**src/rtl/dac_control_fsm_if.sv**
```systemverilog
// UART-side and I2C-master-side signals of the DAC command interpreter.
// master = the interpreter, slave = the UART/I2C blocks around it.
interface dac_control_fsm_if;
    logic [7:0]  UART_Rx;
    logic        UART_DataReady;
    logic [7:0]  UART_Tx;
    logic [6:0]  I2Caddr;
    logic [15:0] I2Cdata;
    logic        I2Cbytes;
    logic        I2Cr_w;
    logic        I2C_load;
    logic        I2CBusy;
    logic        I2CDataReady;

    modport master (
        input  UART_Rx, UART_DataReady, I2CBusy, I2CDataReady,
        output UART_Tx, I2Caddr, I2Cdata, I2Cbytes, I2Cr_w, I2C_load
    );

    modport slave (
        output UART_Rx, UART_DataReady, I2CBusy, I2CDataReady,
        input  UART_Tx, I2Caddr, I2Cdata, I2Cbytes, I2Cr_w, I2C_load
    );
endinterface

```
**src/rtl/dac_control_fsm.sv**
```systemverilog
// Turns "V" + ten ASCII binary digits into one 2-byte I2C write to a 10-bit DAC,
// reporting 'K' on completion and 'E' on a bad byte or a master that never starts.
module dac_control_fsm (
    input  logic                      clk,
    input  logic                      rst,
    dac_control_fsm_if.master         bus
);
    localparam logic [6:0] DAC_ADDR = 7'h0C;
    localparam logic [3:0] NDIGITS  = 4'd10;
    localparam logic [7:0] TIMEOUT  = 8'd255;
    localparam logic [7:0] CH_V     = 8'h56;
    localparam logic [7:0] CH_0     = 8'h30;
    localparam logic [7:0] CH_1     = 8'h31;
    localparam logic [7:0] CH_E     = 8'h45;
    localparam logic [7:0] CH_K     = 8'h4B;

    typedef enum logic [2:0] {
        S_IDLE, S_COLLECT, S_WAIT_IDLE, S_LOAD, S_WAIT_BUSY, S_WAIT_DONE
    } state_t;

    state_t      r_state, w_state_nxt;
    logic [9:0]  r_d,     w_d_nxt;
    logic [3:0]  r_cnt,   w_cnt_nxt;
    logic [7:0]  r_tmo,   w_tmo_nxt;
    logic [7:0]  r_tx,    w_tx_nxt;
    logic [15:0] r_data,  w_data_nxt;
    logic        w_strobe;
    logic        w_digit;
    logic        w_unused;

    assign w_strobe = bus.UART_DataReady;
    assign w_digit  = (bus.UART_Rx == CH_0) || (bus.UART_Rx == CH_1);
    // Write-only block: read data from the master is never consumed.
    assign w_unused = bus.I2CDataReady;

    always_ff @(posedge clk) begin
        if (rst) begin
            r_state <= S_IDLE;
            r_d     <= '0;
            r_cnt   <= '0;
            r_tmo   <= '0;
            r_tx    <= 8'h00;
            r_data  <= 16'h0000;
        end else begin
            r_state <= w_state_nxt;
            r_d     <= w_d_nxt;
            r_cnt   <= w_cnt_nxt;
            r_tmo   <= w_tmo_nxt;
            r_tx    <= w_tx_nxt;
            r_data  <= w_data_nxt;
        end
    end

    always_comb begin
        w_state_nxt = r_state;
        w_d_nxt     = r_d;
        w_cnt_nxt   = r_cnt;
        w_tmo_nxt   = r_tmo;
        w_tx_nxt    = r_tx;
        w_data_nxt  = r_data;
        case (r_state)
            S_IDLE: begin
                if (w_strobe && bus.UART_Rx == CH_V) begin
                    w_d_nxt     = '0;
                    w_cnt_nxt   = '0;
                    w_tx_nxt    = 8'h00;
                    w_state_nxt = S_COLLECT;
                end
            end
            S_COLLECT: begin
                if (w_strobe) begin
                    if (w_digit) begin
                        w_d_nxt   = {r_d[8:0], bus.UART_Rx[0]};
                        w_cnt_nxt = r_cnt + 4'd1;
                        if (r_cnt == NDIGITS - 4'd1)
                            w_state_nxt = S_WAIT_IDLE;
                    end else if (bus.UART_Rx == CH_V) begin
                        w_d_nxt   = '0;
                        w_cnt_nxt = '0;
                    end else begin
                        w_tx_nxt    = CH_E;
                        w_state_nxt = S_IDLE;
                    end
                end
            end
            S_WAIT_IDLE: begin
                // AD5311 frame: 2 don't-care, PD1:PD0 = 00 (normal), D9..D0, 2 don't-care.
                if (!bus.I2CBusy) begin
                    w_data_nxt  = {2'b00, 2'b00, r_d, 2'b00};
                    w_state_nxt = S_LOAD;
                end
            end
            S_LOAD: begin
                w_tmo_nxt   = '0;
                w_state_nxt = S_WAIT_BUSY;
            end
            S_WAIT_BUSY: begin
                if (bus.I2CBusy) begin
                    w_state_nxt = S_WAIT_DONE;
                end else if (r_tmo == TIMEOUT - 8'd1) begin
                    w_tx_nxt    = CH_E;
                    w_state_nxt = S_IDLE;
                end else begin
                    w_tmo_nxt = r_tmo + 8'd1;
                end
            end
            S_WAIT_DONE: begin
                if (!bus.I2CBusy) begin
                    w_tx_nxt    = CH_K;
                    w_state_nxt = S_IDLE;
                end
            end
            default: w_state_nxt = S_IDLE;
        endcase
    end

    assign bus.UART_Tx  = r_tx;
    assign bus.I2Cdata  = r_data;
    assign bus.I2C_load = (r_state == S_LOAD);
    assign bus.I2Caddr  = DAC_ADDR;
    assign bus.I2Cbytes = 1'b1;
    assign bus.I2Cr_w   = 1'b0;
endmodule

```
**src/flat_wrapper.sv**
```systemverilog
// flat-port wrapper written by rule: the top's interface ports become plain ports
module dac_control_fsm_flat 
  (clk, rst, bus_UART_Rx, bus_UART_DataReady, bus_I2CBusy, bus_I2CDataReady, bus_UART_Tx, bus_I2Caddr, bus_I2Cdata, bus_I2Cbytes, bus_I2Cr_w, bus_I2C_load);
  dac_control_fsm_if bus_i ();
  input  logic clk;
  input  logic rst;
  input wire logic [$bits(bus_i.UART_Rx)-1:0] bus_UART_Rx;
  input wire logic [$bits(bus_i.UART_DataReady)-1:0] bus_UART_DataReady;
  input wire logic [$bits(bus_i.I2CBusy)-1:0] bus_I2CBusy;
  input wire logic [$bits(bus_i.I2CDataReady)-1:0] bus_I2CDataReady;
  output wire logic [$bits(bus_i.UART_Tx)-1:0] bus_UART_Tx;
  output wire logic [$bits(bus_i.I2Caddr)-1:0] bus_I2Caddr;
  output wire logic [$bits(bus_i.I2Cdata)-1:0] bus_I2Cdata;
  output wire logic [$bits(bus_i.I2Cbytes)-1:0] bus_I2Cbytes;
  output wire logic [$bits(bus_i.I2Cr_w)-1:0] bus_I2Cr_w;
  output wire logic [$bits(bus_i.I2C_load)-1:0] bus_I2C_load;
  assign bus_i.UART_Rx = bus_UART_Rx;
  assign bus_i.UART_DataReady = bus_UART_DataReady;
  assign bus_i.I2CBusy = bus_I2CBusy;
  assign bus_i.I2CDataReady = bus_I2CDataReady;
  assign bus_UART_Tx = bus_i.UART_Tx;
  assign bus_I2Caddr = bus_i.I2Caddr;
  assign bus_I2Cdata = bus_i.I2Cdata;
  assign bus_I2Cbytes = bus_i.I2Cbytes;
  assign bus_I2Cr_w = bus_i.I2Cr_w;
  assign bus_I2C_load = bus_i.I2C_load;
  dac_control_fsm u_core (.clk(clk), .rst(rst), .bus(bus_i));
endmodule
```
**config.mk**
```make
export PLATFORM = sky130hd
export DESIGN_NAME = dac_control_fsm_flat
export DESIGN_NICKNAME = d
export VERILOG_FILES = /design/src/rtl/dac_control_fsm_if.sv /design/src/rtl/dac_control_fsm.sv /design/src/flat_wrapper.sv
export SDC_FILE = /design/constraint.sdc
export NUM_CORES = 1
export LEC_CHECK = 0
export BUFFER_PORTS_ARGS = -buffer_cell sky130_fd_sc_hd__buf_2
export CORE_MARGIN = 4
export CORE_UTILIZATION = 40
export CTS_BUF_LIST = sky130_fd_sc_hd__clkbuf_2 sky130_fd_sc_hd__clkbuf_4 sky130_fd_sc_hd__clkbuf_8
export CTS_CLUSTER_DIAMETER = 100
export DETAILED_ROUTE_END_ITERATION = 12
export GPL_ROUTABILITY_DRIVEN = 0
export HOLD_SLACK_MARGIN = 0.03
export SLEW_MARGIN = 10
export SYNTH_ARGS = -nofsm -noshare
export SYNTH_HDL_FRONTEND = slang
export SYNTH_SLANG_ARGS = --single-unit
```
**constraint.sdc**
```tcl
create_clock -name clk -period 5 [get_ports clk]
set_clock_uncertainty 0.05 [all_clocks]
set_input_delay 0.75 -clock clk [delete_from_list [all_inputs] [get_ports clk]]
set_output_delay 0.75 -clock clk [all_outputs]
set_load 0.01 [all_outputs]
```
==> results of run 1 <==
-- logic make-up after synthesis --
| group | synth area share [%] |
|---|---|
| fa+ha+maj | 2.54 |
| other cells | 0.381 |
| compound gates | 12.4 |
| buf+inv | 11.1 |
| flops | 38.6 |
| simple gates | 24.7 |
| mux | 6.73 |
| xor+xnor | 3.56 |
-- worst max-delay path by stage --
stage | startpoint | end | slack, ps | cells past startpoint
after floorplan | bus_UART_Rx[3] | u_core.bus.UART_Tx[2] | 2390 | 6
after detailed placement | bus_UART_Rx[3] | u_core.bus.UART_Tx[2] | 2230 | 6
after global routing | bus_UART_Rx[1] | u_core.r_d[4] | 2440 | 6
final | bus_UART_Rx[3] | u_core.bus.UART_Tx[2] | 2530 | 6
after global placement | bus_UART_Rx[3] | u_core.bus.UART_Tx[2] | 2240 | 6
after CTS | bus_UART_Rx[3] | u_core.bus.UART_Tx[2] | 2530 | 6
-- flip-flops by register name (all words and copies together), names as in the netlist --
register / flops
u_core.r_cnt: 4
u_core.r_state: 3
u_core.bus.I2Cdata: 10
u_core.bus.UART_Tx: 3
u_core.r_tmo: 8
u_core.r_d: 10
-- worst register-to-register path, delay by kind of cell (launching register included) --
family	cells	cell delay, ps
compound gates	1	140
flops	1	420
simple gates	4	1510
-- metal layers --
layer  GRT usage (%)  routed length [µm]
met1            14.9                1730
met2            19.1                1630
met3            5.16                 217
met4            4.20                  38
met5               0                   0
-- cells in the final DEF, fill, tap and decap left out, drive strengths merged, types with 2 or more instances in the layout --
master / synthesis / final
or2: 2 / 2
dfxtp: 38 / 38
nor2: 26 / 26
a2111oi: 3 / 3
conb: 2 / 18
ha: 4 / 4
or3: 3 / 3
a21bo: 2 / 2
mux2i: 11 / 11
nand3b: 3 / 3
clkbuf: 9 / 6
a21oi: 21 / 21
o21ai: 6 / 6
buf: 22 / 27
nand4: 3 / 3
nand2b: 3 / 3
inv: 5 / 5
mux2: 2 / 2
or3b: 2 / 2
nand3: 6 / 6
or4: 3 / 3
nor3b: 2 / 2
xnor2: 8 / 8
a211oi: 3 / 3
and2: 12 / 12
nand2: 24 / 24
-- layout make-up --
cell class | instances | share of cell area, %
multi-input cells | 177 | 49.3
repair buffers | 27 | 6.34
flip-flops and latches | 38 | 35.7
clock buffers | 6 | 3.87
inverters | 5 | 0.880
well taps | 67 | 3.93
-- report_power, final --
| part | switching [mW] | internal, mW |
|---|---|---|
| clock network | 0.101 | 0.106 |
| registers | 0.000143 | 0.303 |
| logic | 0.0149 | 0.00490 |
| total | 0.116 | 0.414 |
-- metrics by stage --
step	setup slack (ps)	cells
final	2530	320
after global routing	2440	320
after CTS	2530	320
after detailed placement	2230	314
after global placement	2240	314
after floorplan	2390	251
==> out/metrics.cfg, run 1 <==
[min_path]
min_to = u_core.bus.I2Cdata[11]
holdPathStages = 2
min_from = u_core.r_d[9]
hold_path.class = flop to flop

[die]
row_count = 25
core_area_mm2 = 0.00475
die_y_um = 78.2
fp.dieW_um = 78.2
die_area_mm2 = 0.00611
start_util_pct = 41.4
top_level_ports = 47

[worst_setup_path]
slowest_stage = or4_1
reg2reg_depth = 5
cp-start-kind = input pin
critPathCaptureType = flop
r2r_start = u_core.r_state[0]
critPathTopFamily = simple AND/OR/NAND/NOR gates
crit_path_frequent_cell = or4_1
r2r_setup_slack_ps = 2810
path_cells = buf_2, or3b_1, or4_1, and3_1, or4_1, a21oi_1
r2r-end = u_core.bus.UART_Tx[2]
crit_required_ps = 5170
worstPathBufferInverterCount = 1
max_stage_delay_ps = 520
crit_fanout = 9
path_class = input pin to flop
crit_arrival_ps = 2640

[final_layout]
nNetsFinal = 271
final_core_util_pct = 44.8
fillers = 493
final_area_mm2 = 0.00213
antenna_cells = 0
seq_area_um2 = 761
multiInputGateArea_mm2 = 0.00105
final_layout_size_suffix_gt1_share_pct = 16.2
synthToLayoutAreaGrowth_pct = 8.19

[global_routing]
grt_pass1_vias = 1357
grt.total_usage_pct = 12.2
antenna_found_initial = 0
grt_overflow_total = 0
grt_max_degree = 33
grt_pass1_wl_mm = 5.92

[pwr]
vdd_drop_max_uv = 162
powerDensity_mw_per_mm2 = 248
p_leak_nw = 0.788
total_power_mw = 0.530

[clock_tree]
cts_setup_buffers = 0
ctsResizeCount = 0
cts_root_buffer = clkbuf_8
cts_max_level = 2
cts_inserted_buffers = 5
clkLatencyLatePin_ps = 290
cts_num_sinks = 38
hold_buffers = 0
clockBufferDepth = 2
cts_tree = done
path_clk_slew_ps = 70

[sta]
finalHoldViolCount = 0
drv_slew = 0
tightest_slew_ps = 706
rsz0062_at_grt = false
fmax_mhz = 406
period_minus_slack_ps = 2470
finalSetupViolCount = 0
whs_ps = 396
tns_ps = 0
min_period_over_period_pct = 49.3
relSlewSlack_pct = 52.9

[job]
max_cap_viol_count = 0

[logic_synthesis]
synth_top_area_share_pct = 38.6
yosysWarnings = 0
netlist_top_cells_count = 38 x dfxtp_1, 26 x nor2_1, 24 x nand2_1, 21 x a21oi_1, 20 x buf_4
synth_ff_type = dfxtp_1
ys_seq_area_share_pct = 38.6
synthTopCellsByArea = dfxtp_1 39%, buf_4 7.6%, mux2i_1 5.6%
synth_edf_count = 0
synth.cell_area_mm2 = 0.00197
synth_cell_type_count = 40
yosysMostFrequentCell = dfxtp_1
synthArstFlopShare_pct = 0
syn_inst = 235
yosysTopAreaCell = dfxtp_1
synth_seq_cells = 38
syn_avg_cell_area_um2 = 8.39

[route]
drt_iter0_markers = 29
vias = 1525
ant_nets = 0
dr.pass1.iters = 4
wl_mm = 3.61
route.detailed.drc = 0
wl_per_cell_um = 11.3
viasPerCell = 4.77

[status]
outcome = finished, final reports clean

[placed_design]
dp_hpwl_mm = 2.52
numPortBuffers = 27
dpl_cell_area_mm2 = 0.00205

Note: power is estimated with default switching activity, not from simulation.
==> inputs of run 2 (changes only) <==
clock period = 2.1 ns   (was 5 ns; I/O delays follow)
==> run 2 against run 1 <==
- non-clock buffer count increased by 18
- design area increased by 10%
- total power increased to 2.9 times the previous value
- combinational power increased to 2.7 times the previous value
- routed wire length increased by 7.4%
- sequential cell count unchanged
- clock power increased to 3.6 times the previous value
- critical path type is now flop to flop
==> out/metrics.cfg, run 2 (synthesis results as in run 1) <==
[worst_setup_path]
path_class = flop to flop
crit_fanout = 7
cp-start-kind = flop
crit_required_ps = 2290
critPathCaptureType = flop
path_cells = or2b_2, or4_1, and3_4, or4_1, a21oi_2
max_stage_delay_ps = 490
crit_arrival_ps = 2150
slowest_stage = or4_1
crit_path_frequent_cell = or4_1

[pwr]
seq_power_share_pct = 47.4
p_switching_mw = 0.309
powerDensity_mw_per_mm2 = 648
combinationalPowerShare_pct = 3.5
p_clk_share_pct = 49.2
p_leak_nw = 0.910
vdd_drop_max_uv = 426
intPower_mw = 1.21
switching_share_pct = 20.3

[global_routing]
antenna_found_initial = 0
grt_max_degree = 21
grt.total_usage_pct = 13.4
grt_pass1_vias = 1466
grt_overflow_total = 0
grt_pass1_wl_mm = 6.60

[sta]
min_period_over_period_pct = 93.3
tightest_slew_ps = 488
finalSetupViolCount = 0
rsz0062_at_grt = false
fmax_mhz = 510
finalHoldViolCount = 0
drv_slew = 0
tns_ps = 0
period_minus_slack_ps = 1960
relSlewSlack_pct = 66.6
whs_ps = 294

[route]
wl_per_cell_um = 11.4
vias = 1595
viasPerCell = 4.69
wl_mm = 3.88
dr.pass1.iters = 4
drt_iter0_markers = 49
route.detailed.drc = 0
ant_nets = 0

[min_path]
hold_path.class = input pin to flop

[placed_design]
dpl_cell_area_mm2 = 0.00220
dp_hpwl_mm = 2.82
numPortBuffers = 27

[die]
die_y_um = 78.2
core_area_mm2 = 0.00475
top_level_ports = 47
fp.dieW_um = 78.2
die_area_mm2 = 0.00611
start_util_pct = 41.4
row_count = 25

[clock_tree]
cts_inserted_buffers = 5
clockBufferDepth = 2
cts_tree = done
path_clk_slew_ps = 80
cts_max_level = 2
clkLatencyLatePin_ps = 290
hold_buffers = 0
cts_num_sinks = 38
cts_root_buffer = clkbuf_8

[final_layout]
nNetsFinal = 289
mostFrequentLayoutCells = 38 x dfxtp_1, 27 x buf_2, 26 x nor2_1
final_core_util_pct = 49.3
final_area_mm2 = 0.00234
layout_commonest_cell = dfxtp_1
final_layout_size_suffix_gt1_share_pct = 23.1
fillers = 463
synthToLayoutAreaGrowth_pct = 19.0
antenna_cells = 0

[job]
max_cap_viol_count = 0

[status]
outcome = finished, final reports clean

[run 2: layout make-up]
class	instances	area [µm²]	area share (%)
multi-input combinational	177	1060	45.3
sequential	38	761	32.4
timing repair buffer	45	283	12.1
tap	67	83.8	3.58
clock buffer	5	68.8	2.93
clock inverter	3	68.8	2.93
inverter	5	18.8	0.800
[run 2: final timing paths]
| kind | start | to | slack [ps] | depth (start not counted) |
|---|---|---|---|---|
| max | u_core.r_state[0] | u_core.bus.UART_Tx[0] | 140 | 5 |
| min | rst | u_core.r_d[4] | 290 | 2 |
| max reg2reg | u_core.r_state[0] | u_core.bus.UART_Tx[0] | 140 | 5 |
| min reg2reg | u_core.bus.I2Cdata[3] | u_core.bus.I2Cdata[3] | 410 | 2 |
[run 2: metal layers]
layer / GRT usage [%] / vias up / part of all wire [%]
met2: 21.9 / 23 / 48
met3: 3.44 / 7 / 3.5
met1: 16.6 / 728 / 47
met5: 0 / - / 0
met4: 6.12 / 0 / 1.7
li1: - / 837 / -
[run 2: metrics by stage]
| step | std cells | setup WS (ps) | total power [mW] |
|---|---|---|---|
| 6_report | 340 | 140 | 1.52 |
| 5_1_grt | 340 | 19.0 | 1.58 |
| 4_1_cts | 340 | 104 | 1.54 |
| 3_5_place_dp | 332 | -148 | 0.789 |
| 3_3_place_gp | 332 | -131 | 0.788 |
| 2_1_floorplan | 251 | -27.0 | 0.791 |
[run 2: repair_timing]
item / in CTS / in global routing
setup buffers: 0 / 0
gates resized for setup: 0 / 4
endpoints found under the setup margin: 0 / 2
[run 2: power groups by stage]
stage          Combinational [mW]  Clock (mW)  Sequential, mW
6_report                   0.0525       0.748           0.720
5_1_grt                    0.0589       0.799           0.720
3_5_place_dp               0.0518           0           0.737
3_3_place_gp               0.0512           0           0.737
4_1_cts                    0.0518       0.771           0.720
2_1_floorplan              0.0539           0           0.737
[run 2: critical path, delay by kind of cell, from the launching register on]
kind	cells	cell delay, ps
AND/OR/NAND/NOR	4	1390
flip-flops	1	340
AO/OA/AOI/OAI	1	120
==> inputs of run 3 (changes only) <==
CORE_MARGIN = 2   (was 4)
GPL_ROUTABILITY_DRIVEN = not set   (was 0)
SLEW_MARGIN = 25   (was 10)
==> run 3 against run 2 <==
- die area decreased by 10%
- clock-buffer cell count unchanged
- register-to-register slack got worse by 40 ps
- utilization increased by 0.35 points
- cell count increased by 0.29%
- clock power about the same
- highest routed layer unchanged
==> out/metrics.cfg, run 3 (synthesis results as in run 1) <==
[status]
outcome = finished, final reports clean

[clock_tree]
cts_root_buffer = clkbuf_8
cts_inserted_buffers = 5
cts_max_level = 2
cts_num_sinks = 38
clockBufferDepth = 2
clkLatencyLatePin_ps = 290
path_clk_slew_ps = 80
cts_setup_buffers = 0
cts_tree = done

[worst_setup_path]
cp-start-kind = flop
crit_fanout = 7
crit_arrival_ps = 2180
crit_required_ps = 2280
critPathCaptureType = flop
path_class = flop to flop

[pwr]
p_leak_nw = 0.911
vdd_drop_max_uv = 403
powerDensity_mw_per_mm2 = 648
total_power_mw = 1.52

[min_path]
hold_path.class = input pin to flop

[route]
vias = 1627
wl_per_cell_um = 11.6
ant_nets = 0
wl_mm = 3.94
dr.pass1.iters = 4
route.detailed.drc = 0
drt_iter0_markers = 58
viasPerCell = 4.77

[final_layout]
layout_commonest_cell = dfxtp_1
seq_area_um2 = 761
synthToLayoutAreaGrowth_pct = 19.0
mostFrequentLayoutCells = 38 x dfxtp_1, 27 x buf_2, 26 x nor2_1
instances_no_fill = 341
final_layout_size_suffix_gt1_share_pct = 23.0
antenna_cells = 0
final_core_util_pct = 49.7
fillers = 473
nNetsFinal = 290
multiInputGateArea_mm2 = 0.00105

[sta]
drv_slew = 0
rsz0062_at_grt = false
min_period_over_period_pct = 95.4
tightest_slew_ps = 493
finalSetupViolCount = 0
period_minus_slack_ps = 2000
relSlewSlack_pct = 66.3
fmax_mhz = 499
tns_ps = 0
setup_ws_ps = 96.6
finalHoldViolCount = 0

[die]
top_level_ports = 47
die_y_um = 74.2
row_count = 25
fp.dieW_um = 74.2
start_util_pct = 41.7
die_area_mm2 = 0.00550
core_area_mm2 = 0.00472

[global_routing]
grt_pass1_vias = 1469
antenna_found_initial = 0
grt.total_usage_pct = 15.5
grt_pass1_wl_mm = 6.60
grt_overflow_total = 0
grt_max_degree = 24

[job]
max_cap_viol_count = 0

[placed_design]
globalplace.congestion = 0.833
place_ws_ps = -151
dp.cells = 333
dp_hpwl_mm = 2.84
numPortBuffers = 27

-- run 3: changes by cell type in the layout (fill, tap and decap cells not counted), sizes merged --
cell,before,now
buf,45,46
-- run 3: critical path, cell delays in order, from the launching register on --
cell and delay, ps:
dfxtp_1 340, or2b_2 290, or4_1 390, and3_1 260, or4_1 490, a21oi_1 120
-- run 3: per-layer routing --
| layer | up-vias | share of wire [%] | GRT usage, % |
|---|---|---|---|
| met3 | 7 | 3.6 | 3.66 |
| met4 | 0 | 1.8 | 7.88 |
| met5 | - | 0 | 0 |
| li1 | 836 | - | - |
| met1 | 755 | 46 | 19.6 |
| met2 | 29 | 48 | 24.7 |
-- run 3: worst paths after layout --
check                           slack [ps]                     to  cells past startpoint                   from
worst max-delay path                   100  u_core.bus.UART_Tx[0]                      5      u_core.r_state[0]
worst min-delay path                   290        u_core.r_tmo[1]                      2                    rst
worst max register to register         100  u_core.bus.UART_Tx[0]                      5      u_core.r_state[0]
worst min register to register         410  u_core.bus.I2Cdata[4]                      2  u_core.bus.I2Cdata[4]
-- run 3: metrics by stage --
stage | instance area (µm²) | hold WS [ps]
final | 2350 | 290
after global placement | 2200 | 393
after global routing | 2350 | 300
after CTS | 2340 | 284
after detailed placement | 2200 | 396
after floorplan | 2030 | 334
-- run 3: repair_timing --
action / CTS / global route
gates resized for setup: 0 / 1
endpoints found under the setup margin: 0 / 3
hold buffers: 0 / 0
-- run 3: area by class of cell --
type,instances,share of cell area (%)
Clock inverter,3,2.93
Tap cell,67,3.57
Inverter,5,0.800
Clock buffer,5,2.93
Timing Repair Buffer,46,12.4
Sequential cell,38,32.4
Multi-Input combinational cell,177,45.0
-- run 3: where the power goes --
group / switching [mW] / internal, mW / total [mW]
Clock: 0.272 / 0.476 / 0.748
Combinational: 0.0372 / 0.0150 / 0.0522
Sequential: 0.000123 / 0.720 / 0.720
Total: 0.310 / 1.21 / 1.52
